[config.mk]
export PLATFORM = sky130hd
export DESIGN_NAME = pipeline_divider_hs
export DESIGN_NICKNAME = d
export VERILOG_FILES = /design/src/rtl/pipeline_divider_hs.sv
export SDC_FILE = /design/constraint.sdc
export NUM_CORES = 1
export LEC_CHECK = 0
export ABC_AREA = 1
export CAP_MARGIN = 20
export CORE_MARGIN = 2
export CORE_UTILIZATION = 64
export CTS_BUF_LIST = sky130_fd_sc_hd__clkbuf_2
export DETAILED_ROUTE_END_ITERATION = 8
export PLACE_DENSITY = 0.83
export SLEW_MARGIN = 20
export SYNTH_ARGS = -nofsm -noshare
export SYNTH_HDL_FRONTEND = slang
export SYNTH_SLANG_ARGS = --single-unit
[constraint.sdc]
create_clock -name clk_i -period 7.1 [get_ports clk_i]
set_clock_uncertainty 0.15 [all_clocks]
set_input_delay 1.775 -clock clk_i [delete_from_list [all_inputs] [get_ports clk_i]]
set_output_delay 1.775 -clock clk_i [all_outputs]
set_load 0.01 [all_outputs]
[src/rtl/pipeline_divider_hs.sv]
`default_nettype none
// ============================================================================
//  Module   : pipeline_divider_hs
//  Purpose  : Fully pipelined restoring integer divider with valid/ready
//             flow control, optional two's-complement operation and a
//             configurable number of quotient bits resolved per stage.
//             One dividend/divisor pair per cycle; results return in order
//             after N_ITER+2 cycles when the output is not stalled.
//  Ports    : clk_i, rst_i (async, active high)
//             valid_i / ready_o / dividend_i / divisor_i  - input side
//             valid_o / ready_i / quotient_o / remainder_o - output side
//             dbz_o - divide-by-zero flag, present only when the macro
//                     PIPE_DIV_DBZ_EN is defined
//  Revision : 1.0 - initial release
// ============================================================================
module pipeline_divider_hs #(
  parameter int DIVIDEND_WIDTH = 8,
  parameter int DIVISOR_WIDTH  = 8,
  parameter int BITS_PER_STAGE = 1,
  parameter int SIGNED         = 0
) (
  input  logic                      clk_i,
  input  logic                      rst_i,
  input  logic                      valid_i,
  output logic                      ready_o,
  input  logic [DIVIDEND_WIDTH-1:0] dividend_i,
  input  logic [DIVISOR_WIDTH-1:0]  divisor_i,
  output logic                      valid_o,
  input  logic                      ready_i,
  output logic [DIVIDEND_WIDTH-1:0] quotient_o,
  output logic [DIVISOR_WIDTH-1:0]  remainder_o
`ifdef PIPE_DIV_DBZ_EN
  ,
  output logic                      dbz_o
`endif
);

  localparam int DW        = DIVIDEND_WIDTH;
  localparam int DVW       = DIVISOR_WIDTH;
  localparam int BPS       = BITS_PER_STAGE;
  localparam int N_ITER    = (DW + BPS - 1) / BPS;
  localparam int LAST_BITS = DW - BPS * (N_ITER - 1);
  localparam int PW        = ((DW > DVW) ? DW : DVW) + 1;

  // Whole pipeline moves together; it only freezes when a finished result
  // is waiting on the consumer.
  logic advance;
  assign ready_o = !valid_o || ready_i;
  assign advance = ready_o;

  // Index 0 holds the registered operands, index k the state after k
  // iteration stages.
  logic [N_ITER:0]  stg_vld;
  logic [N_ITER:0]  stg_qneg;
  logic [N_ITER:0]  stg_rneg;
  logic [PW-1:0]    stg_rem [N_ITER+1];
  logic [DW-1:0]    stg_dq  [N_ITER+1];
  logic [DVW-1:0]   stg_dvs [N_ITER];
  logic [PW-1:0]    nxt_rem [N_ITER];
  logic [DW-1:0]    nxt_dq  [N_ITER];

  // ---------------------------------------------------------------- stage 0
  logic           dvs_zero;
  logic           dvd_neg;
  logic           dvs_neg;
  logic [DW-1:0]  dvd_mag;
  logic [DVW-1:0] dvs_mag;

  always_comb begin
    dvs_zero = (divisor_i == '0);
    dvd_neg  = (SIGNED != 0) && dividend_i[DW-1];
    dvs_neg  = (SIGNED != 0) && divisor_i[DVW-1];
    // A zero divisor divides the raw dividend bits unsigned: the restoring
    // loop then yields an all-ones quotient and leaves the dividend itself
    // as remainder, which is exactly the divide-by-zero result.
    dvd_mag  = (dvd_neg && !dvs_zero) ? -dividend_i : dividend_i;
    dvs_mag  = dvs_neg ? -divisor_i : divisor_i;
  end

  // --------------------------------------------------------- iteration step
  // dq starts as the dividend magnitude; each step shifts its MSB into the
  // partial remainder and a quotient bit into its LSB.
  function automatic logic [PW+DW-1:0] div_step(
    input logic [PW-1:0]  rem_in,
    input logic [DW-1:0]  dq_in,
    input logic [DVW-1:0] dvs,
    input int             nbits
  );
    logic [PW-1:0] rem;
    logic [DW-1:0] dq;
    rem = rem_in;
    dq  = dq_in;
    for (int i = 0; i < BPS; i++) begin
      if (i < nbits) begin
        rem = {rem[PW-2:0], dq[DW-1]};
        dq  = {dq[DW-2:0], 1'b0};
        if (rem >= PW'(dvs)) begin
          rem   = rem - PW'(dvs);
          dq[0] = 1'b1;
        end
      end
    end
    return {rem, dq};
  endfunction

  always_comb begin
    for (int k = 0; k < N_ITER; k++) begin
      {nxt_rem[k], nxt_dq[k]} = div_step(stg_rem[k], stg_dq[k], stg_dvs[k],
                                         (k == N_ITER - 1) ? LAST_BITS : BPS);
    end
  end

  // ------------------------------------------------------------ data path
  always_ff @(posedge clk_i) begin
    if (advance) begin
      stg_rem[0] <= '0;
      stg_dq[0]  <= dvd_mag;
      stg_dvs[0] <= dvs_mag;
      stg_qneg   <= {stg_qneg[N_ITER-1:0], (dvd_neg ^ dvs_neg) && !dvs_zero};
      stg_rneg   <= {stg_rneg[N_ITER-1:0], dvd_neg && !dvs_zero};
      for (int k = 0; k < N_ITER; k++) begin
        stg_rem[k+1] <= nxt_rem[k];
        stg_dq[k+1]  <= nxt_dq[k];
      end
      for (int k = 0; k < N_ITER - 1; k++) begin
        stg_dvs[k+1] <= stg_dvs[k];
      end
    end
  end

  // ------------------------------------------------------ sign fix / output
  logic [DW-1:0]  quo_fix;
  logic [DVW-1:0] rem_fix;
  logic           rem_unused;

  always_comb begin
    quo_fix = stg_qneg[N_ITER] ? -stg_dq[N_ITER] : stg_dq[N_ITER];
    rem_fix = stg_rneg[N_ITER] ? -stg_rem[N_ITER][DVW-1:0]
                               : stg_rem[N_ITER][DVW-1:0];
  end

  // Final partial remainder is always below the divisor magnitude (or the
  // dividend for a zero divisor), so its upper bits carry no information.
  assign rem_unused = ^stg_rem[N_ITER][PW-1:DVW];

  always_ff @(posedge clk_i or posedge rst_i) begin
    if (rst_i) begin
      stg_vld     <= '0;
      valid_o     <= 1'b0;
      quotient_o  <= '0;
      remainder_o <= '0;
    end else if (advance) begin
      stg_vld <= {stg_vld[N_ITER-1:0], valid_i};
      valid_o <= stg_vld[N_ITER];
      if (stg_vld[N_ITER]) begin
        quotient_o  <= quo_fix;
        remainder_o <= rem_fix;
      end
    end
  end

`ifdef PIPE_DIV_DBZ_EN
  logic [N_ITER:0] stg_dbz;

  always_ff @(posedge clk_i) begin
    if (advance) begin
      stg_dbz <= {stg_dbz[N_ITER-1:0], dvs_zero};
    end
  end

  always_ff @(posedge clk_i or posedge rst_i) begin
    if (rst_i) begin
      dbz_o <= 1'b0;
    end else if (advance) begin
      dbz_o <= stg_vld[N_ITER] && stg_dbz[N_ITER];
    end
  end
`endif

endmodule
`default_nettype wire
==> impl_metrics.toml, run 1 <==
[outcome]
status = "finished clean"

[min_path]
min_path_type = "flip-flop to flip-flop"
holdPathStages = 0

[cells_and_area]
area_growth_pct = 9.900
fillers = 1256
drive_gt1_share_pct = 14.62
final_common_cell = "nand2_1"
final_cell_mix = "nand2_1 (310), edfxtp_1 (200), inv_1 (163)"
final_core_util_pct = 71.80
multi_input_area_um2 = 3941
final_nets = 1235
seq_area_um2 = 6656

[worst_setup_path]
endpoint_kind = "output port"
critPathTopFamily = "buffers and inverters"
timing.critical_path.fanout_max = 3
worstSetupStartpointType = "primary input"
cp_data_required_time_ps = 5180
critical_path_depth = 4
cp_num_buf_inv = 3
max_stage_delay_ps = 580
cp.arrival_ps = 2980
ff2ff_path_depth = 3
worst_path_max_delay_cell = "clkdlybuf4s50_1"
critPathMostFrequentCell = "clkdlybuf4s50_1"
crit_type = "primary input to output port"
path_cells = "clkdlybuf4s50_1 -> inv_1 -> nand2_4 -> clkdlybuf4s50_1"

[grt]
grtUsageTotal_pct = 23.27
gr-total-overflow = 0
grt_pass1_wl_um = 33660
first_global_vias = 7252
grt_antenna_before_repair = 1
grt_max_degree = 86

[placement]
hpwl_um = 14970
place.gp.congestion = 0.8916
port_buffers = 37

[sta]
drv_slew = 0
max_slew_margin_pct = 30.00
finalCritPeriodShare_pct = 69.07
tns_ps = 0
rsz0062_at_grt = "false"
min_period_ps = 4904
hold_viol_final = 0
finalSetupViolCount = 0
worst_slew_pin_slew_ps = 1050
fmaxAchievable_mhz = 203.9

[die]
die_w_um = 136.6
die_area_um2 = 18670
die_h_um = 136.6
core-area_um2 = 17240
initial_core_util_pct = 65.33
ioPinCount = 38
row_count = 48

[routing]
wl_um = 20560
drt_pass1_iterations = 7
drt_iter0_drc = 498
wire_per_inst_um = 14.59
drc = 0
ant_nets = 0
vias_per_cell = 5.231
vias = 7371

[clocking]
clock_sinks = 226
cts_setup_buffers = 0
cts_tree = "done"
clk_path_buf_depth = 3
cts_repair_resize_count = 0
clock_latency_ps = 840
cts-root-buf = "clkbuf_2"
htreeDepth = 2
clkTransAtPathRegs_ps = 120
holdBufCountCts = 0
cts_buffers = 54

[yosys]
avgSynthCellArea_um2 = 10.64
syn_area_um2 = 11260
synth_edf_count = 200
synthCells = 1058
ys_seq_elements = 226
synth_cell_types = 33
syn_nets = 1143
synthArstFlopShare_pct = 11.50
synth.area.top_cells = "edfxtp_1 (53%), nand2_1 (10%), ha_1 (6.4%), dfrtp_1 (5.8%), inv_1 (5.5%)"
synthFlopType = "edfxtp_1"
synth_top_area_cell = "edfxtp_1"
yosys_warnings = 0
synth_top_area_share_pct = 53.33
seq_area_frac_synth_pct = 59.11

[flow_run]
maxCapViolCount = 0
==> sequential cells by signal (all words and copies together), names as in the netlist <==
signal       count
quotient_o       8
remainder_o      8
stg_dq          72
stg_dvs         64
stg_rem         64
stg_vld          9
valid_o          1
==> cell type report <==
type | count | share of cell area, %
sequential | 226 | 53.79
multi-input combinational | 656 | 31.85
inverter | 172 | 5.217
timing repair buffer | 40 | 3.175
clock buffer | 77 | 3.114
tap | 225 | 2.275
clock inverter | 12 | 0.5662
antenna | 1 | 0.02022
==> synthesized netlist by cell type (8+ instances only) <==
master    count
nand2_1     311
edfxtp_1    200
inv_1       164
nand3_1     100
ha_1         58
nor2_1       40
dfrtp_1      26
mux2_2       24
a21oi_1      16
nand2_4      12
xnor2_1      12
nand4_1      11
xor2_1       11
inv_2         8
==> metal layers <==
metal | wire [um] | vias to the layer above | global-route usage, %
met3 | 989 | 42 | 4.926
met5 | 0 | - | 0
met4 | 454 | 0 | 9.317
li1 | - | 3699 | -
met2 | 10520 | 212 | 40.97
met1 | 8592 | 3418 | 27.90
==> worst paths after layout <==
path,slack (ps),startpoint,to
worst max register to register,4300,valid_o,stg_rem[4][5]
worst min register to register,230,stg_dq[2][2],stg_dq[3][3]
worst max-delay path,2200,ready_i,ready_o
worst min-delay path,230,stg_dq[2][2],stg_dq[3][3]
min in group asynchronous,1170,rst_i,valid_o
max in group asynchronous,5190,rst_i,remainder_o[5]
==> metrics by stage <==
stage	cell area [um2]	hold WS [ps]	cells	setup slack [ps]
global route	12380	251.7	1409	2154
CTS	12370	236.7	1408	2164
finish	12380	230.5	1409	2196
global placement	11920	250.8	1319	2147
detailed placement	11920	254.5	1319	2168
floorplan	11260	250.3	1058	764.2
==> kinds of logic after synthesis <==
group	share of synthesized area [%]
and+or+nand+nor	21.33
DFF	59.11
buffers and inverters	5.956
adders and majority gates	7.689
AOI/OAI and AO/OA	1.722
muxes	2.400
xor gates and xnor gates	1.789
Power of run 1 is not shown: default switching activity piles up to over one toggle a cycle in this logic, so the estimate is an artifact.
==> run 2: changes to the inputs <==
clock period = 4.95 ns   (was 7.1 ns; I/O delays follow)
==> impl_metrics.toml, run 2 (same netlist as run 1, synthesis figures left out) <==
[outcome]
status = "finished clean"

[grt]
first_global_vias = 7387
grt_pass1_wl_um = 33750
grtUsageTotal_pct = 23.22
grt_max_degree = 161
grt_antenna_before_repair = 0
gr-total-overflow = 0

[placement]
place_area_um2 = 11920
dp_cells = 1318
place.gp.congestion = 0.8751
port_buffers = 37
hpwl_um = 14760

[flow_run]
maxCapViolCount = 0

[routing]
wl_um = 20440
drt_pass1_iterations = 5
drt_iter0_drc = 519
ant_nets = 0
vias_per_cell = 5.211
wire_per_inst_um = 14.49
drc = 0
vias = 7347

[min_path]
holdPathStages = 0
min_path_type = "flip-flop to flip-flop"

[cells_and_area]
final_core_util_pct = 71.84
final_cell_area_um2 = 12380
final_cell_mix = "nand2_1 (310), edfxtp_1 (200), inv_1 (164)"
drive_gt1_share_pct = 14.68
largest_register_ffs = 72
final_cells = 1410
n_antenna_cell = 0
final_common_cell = "nand2_1"
area_growth_pct = 9.966
regMostFlops = "stg_dq"
top_regs = "stg_dq x72, stg_dvs x64, stg_rem x64"
final_nets = 1235

[sta]
tns_ps = 0
finalCritPeriodShare_pct = 81.00
fmaxAchievable_mhz = 249.4
hold_viol_final = 0
drv_slew = 0
finalSetupViolCount = 0
min_period_ps = 4010
worst_slew_pin_slew_ps = 950.4
max_slew_margin_pct = 36.57
rsz0062_at_grt = "false"

[die]
die_area_um2 = 18670
row_count = 48
core-area_um2 = 17240
initial_core_util_pct = 65.33
ioPinCount = 38
die_h_um = 136.6
die_w_um = 136.6

[worst_setup_path]
crit_type = "primary input to output port"
cp_data_required_time_ps = 3560
ff2ff_path_depth = 4
cp.arrival_ps = 2620
worstSetupStartpointType = "primary input"
endpoint_kind = "output port"
timing.critical_path.fanout_max = 16

[clocking]
clk_path_buf_depth = 3
cts_buffers = 55
clock_sinks = 226
holdBufCountCts = 0
htreeDepth = 2
cts_tree = "done"
cts_repair_resize_count = 0
cts_setup_buffers = 0
clock_latency_ps = 840
cts-root-buf = "clkbuf_2"
clkTransAtPathRegs_ps = 90
[run 2: layout make-up]
type	instances	area [um2]
timing repair buffer	39	397.9
multi-input combinational	656	3941
tap	225	281.5
sequential	226	6656
clock inverter	18	90.09
inverter	172	645.6
fill	1280	4853
clock buffer	74	370.4
[run 2: critical path, cell delays in order]
cell	delay (ps)
clkdlybuf4s50_1	450
inv_1	60
nand2_4	250
clkdlybuf4s50_1	610
[run 2: final timing paths]
kind	from	to	slack [ps]
setup / recovery	ready_i	ready_o	940
hold / removal	stg_dq[3][1]	stg_dq[4][2]	270
setup reg to reg	valid_o	quotient_o[3]	2460
hold reg to reg	stg_dq[3][1]	stg_dq[4][2]	270
max in group asynchronous	rst_i	quotient_o[3]	3290
min in group asynchronous	rst_i	stg_vld[5]	770
[run 2: layer usage]
layer / GRT usage, % / part of all wire, % / wire length (um)
met2: 42.17 / 52 / 10550
met3: 4.926 / 5.0 / 1016
met1: 27.19 / 41 / 8426
met5: 0 / 0 / 0
met4: 8.102 / 2.2 / 442
[run 2: per-stage QoR]
stage | setup WS (ps) | hold slack [ps]
final | 940.3 | 265.9
after global routing | 881.4 | 242.6
after CTS | 925.9 | 255.4
after detailed placement | 938.0 | 254.5
after global placement | 935.0 | 250.8
after floorplan | 734.0 | 250.3
Power of run 2 is left out for the same reason.
==> run 3: changes to the inputs <==
clock period = 4 ns   (was 4.95 ns; I/O delays follow)
==> impl_metrics.toml, run 3 (same netlist as run 1, synthesis figures left out) <==
[grt]
grt_antenna_before_repair = 1
grt_pass1_wl_um = 33270
first_global_vias = 7218
gr-total-overflow = 0
grtUsageTotal_pct = 23.03
grt_max_degree = 166

[die]
initial_core_util_pct = 65.33
core-area_um2 = 17240
die_w_um = 136.6
ioPinCount = 38
die_h_um = 136.6
row_count = 48
die_area_um2 = 18670

[worst_setup_path]
crit_type = "primary input to output port"
max_stage_delay_ps = 610
worstSetupStartpointType = "primary input"
timing.critical_path.fanout_max = 9
cp_data_required_time_ps = 2850
worst_path_max_delay_cell = "clkdlybuf4s50_1"
cp.arrival_ps = 2350
endpoint_kind = "output port"
path_cells = "clkdlybuf4s50_1 -> inv_1 -> nand2_4 -> clkdlybuf4s50_1"
critPathMostFrequentCell = "clkdlybuf4s50_1"

[cells_and_area]
seq_area_um2 = 6656
final_common_cell = "nand2_1"
final_cell_mix = "nand2_1 (310), edfxtp_1 (200), inv_1 (163)"
final_nets = 1233
regMostFlops = "stg_dq"
drive_gt1_share_pct = 14.53
area_growth_pct = 10.16
top_regs = "stg_dq x72, stg_dvs x64, stg_rem x64"
multi_input_area_um2 = 3941
fillers = 1235
largest_register_ffs = 72

[clocking]
cts_repair_resize_count = 0
cts_buffers = 53
cts_setup_buffers = 0
holdBufCountCts = 0
clk_path_buf_depth = 3
clock_latency_ps = 840
htreeDepth = 2
cts_tree = "done"
clkTransAtPathRegs_ps = 110
cts-root-buf = "clkbuf_2"
clock_sinks = 226

[routing]
ant_nets = 0
drt_iter0_drc = 513
vias = 7318
drc = 0
drt_pass1_iterations = 7
wl_um = 20560
wire_per_inst_um = 14.51
vias_per_cell = 5.164

[sta]
rsz0062_at_grt = "false"
max_slew_margin_pct = 39.10
tns_ps = 0
worst_slew_pin_slew_ps = 907.9
fmaxAchievable_mhz = 286.0
hold_viol_final = 0
finalCritPeriodShare_pct = 87.43
drv_slew = 0
finalSetupViolCount = 0
min_period_ps = 3497

[flow_run]
maxCapViolCount = 0

[placement]
place.gp.congestion = 0.8951
port_buffers = 37
hpwl_um = 14630

[min_path]
min_path_type = "flip-flop to flip-flop"

[outcome]
status = "finished clean"
[run 3: worst paths after layout]
check	from	endpoint	slack, ps	cells past startpoint
worst max-delay path	ready_i	ready_o	500	4
worst min-delay path	stg_dq[4][3]	stg_dq[5][4]	230	0
worst max register to register	valid_o	remainder_o[7]	1520	4
worst min register to register	stg_dq[4][3]	stg_dq[5][4]	230	0
max in group asynchronous	rst_i	remainder_o[6]	2870	2
min in group asynchronous	rst_i	quotient_o[3]	380	2
[run 3: layout make-up]
cell class / count / share of cell area, %
Inverter: 172 / 5.205
Tap cell: 225 / 2.270
Sequential cell: 226 / 53.66
Timing Repair Buffer: 39 / 3.208
Clock inverter: 23 / 0.8372
Multi-Input combinational cell: 656 / 31.77
Clock buffer: 75 / 3.026
Antenna cell: 1 / 0.02017
[run 3: routing by layer]
layer | track usage (%) | wire length, um
met1 | 25.79 | 8248
met2 | 41.50 | 10820
met3 | 4.852 | 815
met4 | 11.46 | 675
met5 | 0 | 0
[run 3: metrics by stage]
stage | util (%) | worst slack, ps | area, um2 | hold slack [ps] | cells
floorplan | - | 259.0 | 11260 | 250.3 | 1058
global placement | 69.17 | 469.9 | 11920 | 251.1 | 1318
detailed placement | 69.17 | 437.8 | 11920 | 254.5 | 1318
CTS | 71.95 | 485.6 | 12400 | 212.5 | 1416
global route | 71.97 | 443.7 | 12400 | 246.3 | 1417
finish | 71.97 | 502.9 | 12400 | 227.3 | 1417
[run 3: critical path: cells and delay by family]
family	cells	cell delay [ps]
buffers and inverters	3	1130
and+or+nand+nor	1	210
Power of run 3 is left out for the same reason.
